**config.mk**
```make
export PLATFORM = sky130hd
export DESIGN_NAME = usb_data_buffer
export DESIGN_NICKNAME = d
export VERILOG_FILES = /design/src/rtl/usb_pkg.sv /design/src/rtl/usb_fifo_ctrl.sv /design/src/rtl/usb_data_buffer.sv
export SDC_FILE = /design/constraint.sdc
export NUM_CORES = 1
export LEC_CHECK = 0
export ABC_AREA = 1
export BUFFER_PORTS_ARGS = -buffer_cell sky130_fd_sc_hd__buf_2
export CORE_ASPECT_RATIO = 0.75
export CORE_MARGIN = 1.5
export CORE_UTILIZATION = 50
export CTS_CLUSTER_SIZE = 30
export DETAILED_ROUTE_END_ITERATION = 16
export MAX_ROUTING_LAYER = met4
export PLACE_DENSITY = 0.66
export SLEW_MARGIN = 30
export SYNTH_ARGS = -nofsm -noshare
export SYNTH_HDL_FRONTEND = slang
export SYNTH_SLANG_ARGS = --single-unit
```
**constraint.sdc**
```tcl
create_clock -name clk -period 5.2 [get_ports clk]
set_input_delay 0.78 -clock clk [delete_from_list [all_inputs] [get_ports clk]]
set_output_delay 0.78 -clock clk [all_outputs]
set_load 0.005 [all_outputs]
```
**src/rtl/usb_pkg.sv**
```systemverilog
// Shared USB sizing constants used by the data buffer, usb_tx, usb_rx and the AHB slave.
package usb_pkg;

  localparam int USB_BUFFER_DEPTH = 64;
  localparam int USB_OCCUPANCY_W  = 7;
  localparam int USB_BYTE_W       = 8;

  typedef logic [USB_BYTE_W-1:0] usb_byte_t;

endpackage

```
**src/rtl/usb_fifo_ctrl.sv**
```systemverilog
// FIFO bookkeeping: read/write pointers, occupancy count, sticky error flag and
// arbitration between the two push sources and the two pop sources.
module usb_fifo_ctrl #(
  parameter int DEPTH = 64
) (
  input  logic                       clk,
  input  logic                       n_rst,
  input  logic                       clear,
  input  logic                       push_tx,
  input  logic                       push_rx,
  input  logic                       pop_tx,
  input  logic                       pop_rx,
  output logic                       wr_en,
  output logic                       wr_sel_tx,
  output logic [$clog2(DEPTH)-1:0]   wptr,
  output logic [$clog2(DEPTH)-1:0]   rptr,
  output logic [$clog2(DEPTH):0]     count,
  output logic                       error
);

  localparam int PTR_W = $clog2(DEPTH);
  localparam int CNT_W = PTR_W + 1;
  localparam logic [PTR_W-1:0] PTR_ONE  = PTR_W'(1);
  localparam logic [CNT_W-1:0] CNT_ONE  = CNT_W'(1);
  localparam logic [CNT_W-1:0] CNT_FULL = CNT_W'(DEPTH);

  logic [PTR_W-1:0] wptr_reg, wptr_next;
  logic [PTR_W-1:0] rptr_reg, rptr_next;
  logic [CNT_W-1:0] count_reg, count_next;
  logic             error_reg, error_next;

  logic push, pop, empty, full, do_push, do_pop, err_evt;

  assign push  = push_tx | push_rx;
  assign pop   = pop_tx | pop_rx;
  assign empty = (count_reg == '0);
  assign full  = (count_reg == CNT_FULL);

  // A full buffer still accepts a push when a pop frees the head slot in the same cycle.
  assign do_pop  = pop & ~empty;
  assign do_push = push & (~full | pop);
  assign err_evt = (push_tx & push_rx) | (push & full & ~pop) | (pop & empty);

  always_comb begin
    wptr_next  = wptr_reg;
    rptr_next  = rptr_reg;
    count_next = count_reg;
    error_next = error_reg | err_evt;
    if (do_push) wptr_next = wptr_reg + PTR_ONE;
    if (do_pop)  rptr_next = rptr_reg + PTR_ONE;
    case ({do_push, do_pop})
      2'b10:   count_next = count_reg + CNT_ONE;
      2'b01:   count_next = count_reg - CNT_ONE;
      default: count_next = count_reg;
    endcase
    if (clear) begin
      wptr_next  = '0;
      rptr_next  = '0;
      count_next = '0;
      error_next = 1'b0;
    end
  end

  always_ff @(posedge clk or negedge n_rst) begin
    if (!n_rst) begin
      wptr_reg  <= '0;
      rptr_reg  <= '0;
      count_reg <= '0;
      error_reg <= 1'b0;
    end else begin
      wptr_reg  <= wptr_next;
      rptr_reg  <= rptr_next;
      count_reg <= count_next;
      error_reg <= error_next;
    end
  end

  assign wr_en     = do_push & ~clear;
  assign wr_sel_tx = push_tx;
  assign wptr      = wptr_reg;
  assign rptr      = rptr_reg;
  assign count     = count_reg;
  assign error     = error_reg;

endmodule

```
**src/rtl/usb_data_buffer.sv**
```systemverilog
// Shared 64-byte first-word-fall-through endpoint FIFO between AHB, usb_rx and usb_tx.
// Head byte is a register-only mux, so there is no input-to-output combinational path.
module usb_data_buffer
  import usb_pkg::*;
#(
  parameter int DEPTH = USB_BUFFER_DEPTH,
  parameter int WIDTH = USB_BYTE_W
) (
  input  logic                     clk,
  input  logic                     n_rst,
  input  logic                     Clear,
  input  logic                     Store_TX_Data,
  input  logic [WIDTH-1:0]         TX_Data,
  input  logic                     Store_RX_Packet_Data,
  input  logic [WIDTH-1:0]         RX_Packet_Data,
  input  logic                     Get_TX_Packet_Data,
  input  logic                     Get_RX_Data,
  output logic [WIDTH-1:0]         TX_Packet_Data,
  output logic [WIDTH-1:0]         RX_Data,
  output logic [$clog2(DEPTH):0]   Buffer_Occupancy,
  output logic                     Buffer_Error
);

  localparam int PTR_W = $clog2(DEPTH);

  logic [WIDTH-1:0] mem [DEPTH];
  logic             wr_en, wr_sel_tx;
  logic [PTR_W-1:0] wptr, rptr;
  logic [PTR_W:0]   count;
  logic [WIDTH-1:0] wr_data;
  logic [WIDTH-1:0] head;

  usb_fifo_ctrl #(.DEPTH(DEPTH)) u_ctrl (
    .clk       (clk),
    .n_rst     (n_rst),
    .clear     (Clear),
    .push_tx   (Store_TX_Data),
    .push_rx   (Store_RX_Packet_Data),
    .pop_tx    (Get_TX_Packet_Data),
    .pop_rx    (Get_RX_Data),
    .wr_en     (wr_en),
    .wr_sel_tx (wr_sel_tx),
    .wptr      (wptr),
    .rptr      (rptr),
    .count     (count),
    .error     (Buffer_Error)
  );

  // On a push collision the AHB byte wins and the usb_rx byte is dropped.
  assign wr_data = wr_sel_tx ? TX_Data : RX_Packet_Data;

  always_ff @(posedge clk) begin
    if (wr_en) mem[wptr] <= wr_data;
  end

  assign head             = (count != '0) ? mem[rptr] : '0;
  assign TX_Packet_Data   = head;
  assign RX_Data          = head;
  assign Buffer_Occupancy = count;

endmodule

```
==> flow_summary_export.csv <==
group,metric,value,unit
logic_synthesis,synth-simple-area-share,13.8,%
timing,rsz0062_at_grt,"false",
logic_synthesis,syn_avg_cell_area,12.1,µm²
floorplan,dieWidth,246,µm
clock_tree,cts_hold_buffers,0,
cells_and_area,drive_above_1_share,9.57,%
setup_path,worst-setup-path-type,"flop to primary output",
setup_path,crit_path_start,"u_ctrl.rptr[0]",
routing,wire_per_inst,22.8,µm
logic_synthesis,synth_fa_ha_area_share,0.227,%
placed_design,hpwl,33400,µm
setup_path,crit_fanout,81,
floorplan,dieHeight,185,µm
setup_path,cp-start-kind,"flop",
logic_synthesis,synth-seq-cells,532,
cells_and_area,final.fill_count,3593,
logic_synthesis,synth_nets,1854,
timing,worstMarginPinSlew,0.972,ns
setup_path,worstSetupEndpointType,"primary output",
floorplan,core,43400,µm²
clock_tree,cts_sinks,532,
status,status,"complete, no violations",
floorplan,start_util,50.8,%
routing,drt_first_pass_iters,6,
timing,fin_setup_tns,0,ns
pwr,cellLeakagePower,8.13,nW
timing,maxSlewViolCount,0,
setup_path,reg2reg_slack,1.73,ns
clock_tree,clock_path_buffers,3,
clock_tree,clk_latency,0.58,ns
setup_path,required,4.42,ns
timing,relSlewSlack,35.2,%
logic_synthesis,synthCells,1827,
timing,min_period,4.38,ns
logic_synthesis,yosysSeqAreaShare,72.0,%
routing,drt_wl_total,56000,µm
setup_path,r2r_end,"mem[36][0]",
clock_tree,numCtsBuffers,50,
cells_and_area,layoutNonFillerInstCount,2458,
clock_tree,cts_tree,"yes",
logic_synthesis,synthXorXnorAreaFrac,0.119,%
grt,grt_pass1_vias,13400,
routing,drtAntennaViolNets,0,
setup_path,arrival,3.60,ns
floorplan,pin_count,47,
timing,finClkSkew,0.0180,ns
setup_path,cp-endpoint,"TX_Packet_Data[7]",
logic_synthesis,synth_top_family_by_area,"simple AND/OR/NAND/NOR gates",
clock_tree,path_clk_slew,0.06,ns
routing,initialDrtViolationCount,2160,
cells_and_area,fin_nets,1867,
setup_path,r2r_cells,8,
clock_tree,htree_levels,2,
logic_synthesis,ys_types,38,
timing,finalSetupViolations,0,
timing,post-route-period-util,84.3,%
clock_tree,post_cts_buffers,0,
grt,grt_pass1_wl,84600,µm
placed_design,gp_congestion,0.894,
timing,hold_viol_final,0,
pwr,powerDensity,458,nW/µm²
cells_and_area,fin_area,24200,µm²
logic_synthesis,yosys-mux-area-fraction,0,%
placed_design,placed_area,22700,µm²
setup_path,timing.rr.start,"u_ctrl.count[4]",
logic_synthesis,yosysWarnings,0,
job,drv_cap,0,
cells_and_area,fin_util,55.8,%
pwr,total_power,0.0111,W
placed_design,dp.cells,2366,
placed_design,io_buffers,46,
logic_synthesis,synth_compound_area_share,10.1,%
min_path,hp-class,"input port to async pin",
routing,vias_per_cell,5.95,
timing,max_freq,228,MHz
routing,vias,14600,
logic_synthesis,synth.cell_area,22100,µm²
cells_and_area,antenna_cells,0,
floorplan,dieArea,45400,µm²
grt,antenna_found_initial,0,
grt,grtUsageTotal,25.7,%
routing,remaining_drc_errors,0,
cells_and_area,syn_to_final_growth,9.82,%
cells_and_area,largest_reg_flops,512,
grt,grt_max_degree,158,
clock_tree,root_buffer,"clkbuf_16",
pwr,max-vdd-ir-drop,0.000453,V
grt,grt_overflow,0,
floorplan,num_rows,66,
clock_tree,cts_resized,0,
[layout by cell type, fill, tap and decap left out, drive strengths merged]
| cell type | count |
|---|---|
| o221ai | 12 |
| inv | 43 |
| xnor2 | 1 |
| a31oi | 8 |
| nand2 | 237 |
| ha | 4 |
| o41ai | 1 |
| nor4 | 3 |
| a211oi | 1 |
| dfrtp | 20 |
| buf | 76 |
| bufinv | 3 |
| nand4 | 18 |
| clkbuf | 63 |
| nand3 | 107 |
| nor2 | 359 |
| a21oi | 35 |
| o22ai | 41 |
| clkinv | 24 |
| o211ai | 52 |
| clkinvlp | 2 |
| nor3 | 9 |
| xor2 | 2 |
| o21ai | 246 |
| edfxtp | 512 |
| nor2b | 1 |
[per-stage QoR]
stage	hold slack, ns	setup WS, ns
3_5_place_dp	0.548	1.35
2_1_floorplan	0.484	2.54
5_1_grt	0.202	0.709
4_1_cts	0.174	0.841
6_report	0.169	0.816
3_3_place_gp	0.541	1.43
[Yosys cell counts, drive strengths merged]
library cell,n,area share [%]
edfxtp,512,70
nor2,359,6.2
o21ai,246,5.6
nand2,237,4.1
nand3,107,2.5
buf,81,2.4
o211ai,52,1.8
inv,41,0.70
o22ai,41,1.2
a21oi,35,0.83
clkbuf,34,0.58
dfrtp,20,2.3
nand4,18,0.73
o221ai,12,0.48
nor3,9,0.23
a31oi,8,0.23
ha,4,0.23
nor4,3,0.085
clkinv,2,0.034
xor2,2,0.079
a211oi,1,0.034
nor2b,1,0.028
o41ai,1,0.040
xnor2,1,0.040
[critical path, stage by stage, from the launching register on]
cell and delay, ns:
dfrtp_4 0.60, inv_6 0.37, buf_12 0.36, o21ai_0 0.12
o221ai_1 0.20, nand3_1 0.15, nand2_1 0.16, nand3_1 0.13
a21oi_1 0.62, buf_2 0.23
[cell type report]
class                           instances  area [µm²]  share of cell area (%)
Clock buffer                           63        1320                    5.46
Clock inverter                         29         226                   0.935
Inverter                               43         166                   0.687
Multi-Input combinational cell       1137        5390                    22.3
Sequential cell                       532       15900                    65.6
Tap cell                              578         723                    2.99
Timing Repair Buffer                   76         505                    2.09
[worst min path at each step]
stage                          from               to  depth (start not counted)
floorplan                     n_rst  u_ctrl.count[0]                          0
global placement    u_ctrl.count[6]  u_ctrl.count[6]                          2
detailed placement  u_ctrl.count[6]  u_ctrl.count[6]                          2
CTS                           n_rst  u_ctrl.count[5]                          1
global route                  n_rst  u_ctrl.count[5]                          1
finish                        n_rst  u_ctrl.count[5]                          1
[logic make-up after synthesis]
group / Yosys count
compound gates: 396
xor+xnor: 3
fa+ha+maj: 4
buf+inv: 158
flops: 532
simple gates: 734
[metal layers]
metal  track usage, %  share of wire, %  vias up
met3             4.38               9.3       79
met5                -                 0        -
met4             6.23               2.0        0
met2             36.0                44      681
met1             39.2                45     7227
li1                 -                 -     6635
[report_power, final]
group | internal (W) | switching, W
Sequential | 0.00479 | 0.0000804
Clock | 0.00195 | 0.00155
Combinational | 0.000754 | 0.00196
Note: power is estimated with default switching activity, not from simulation.
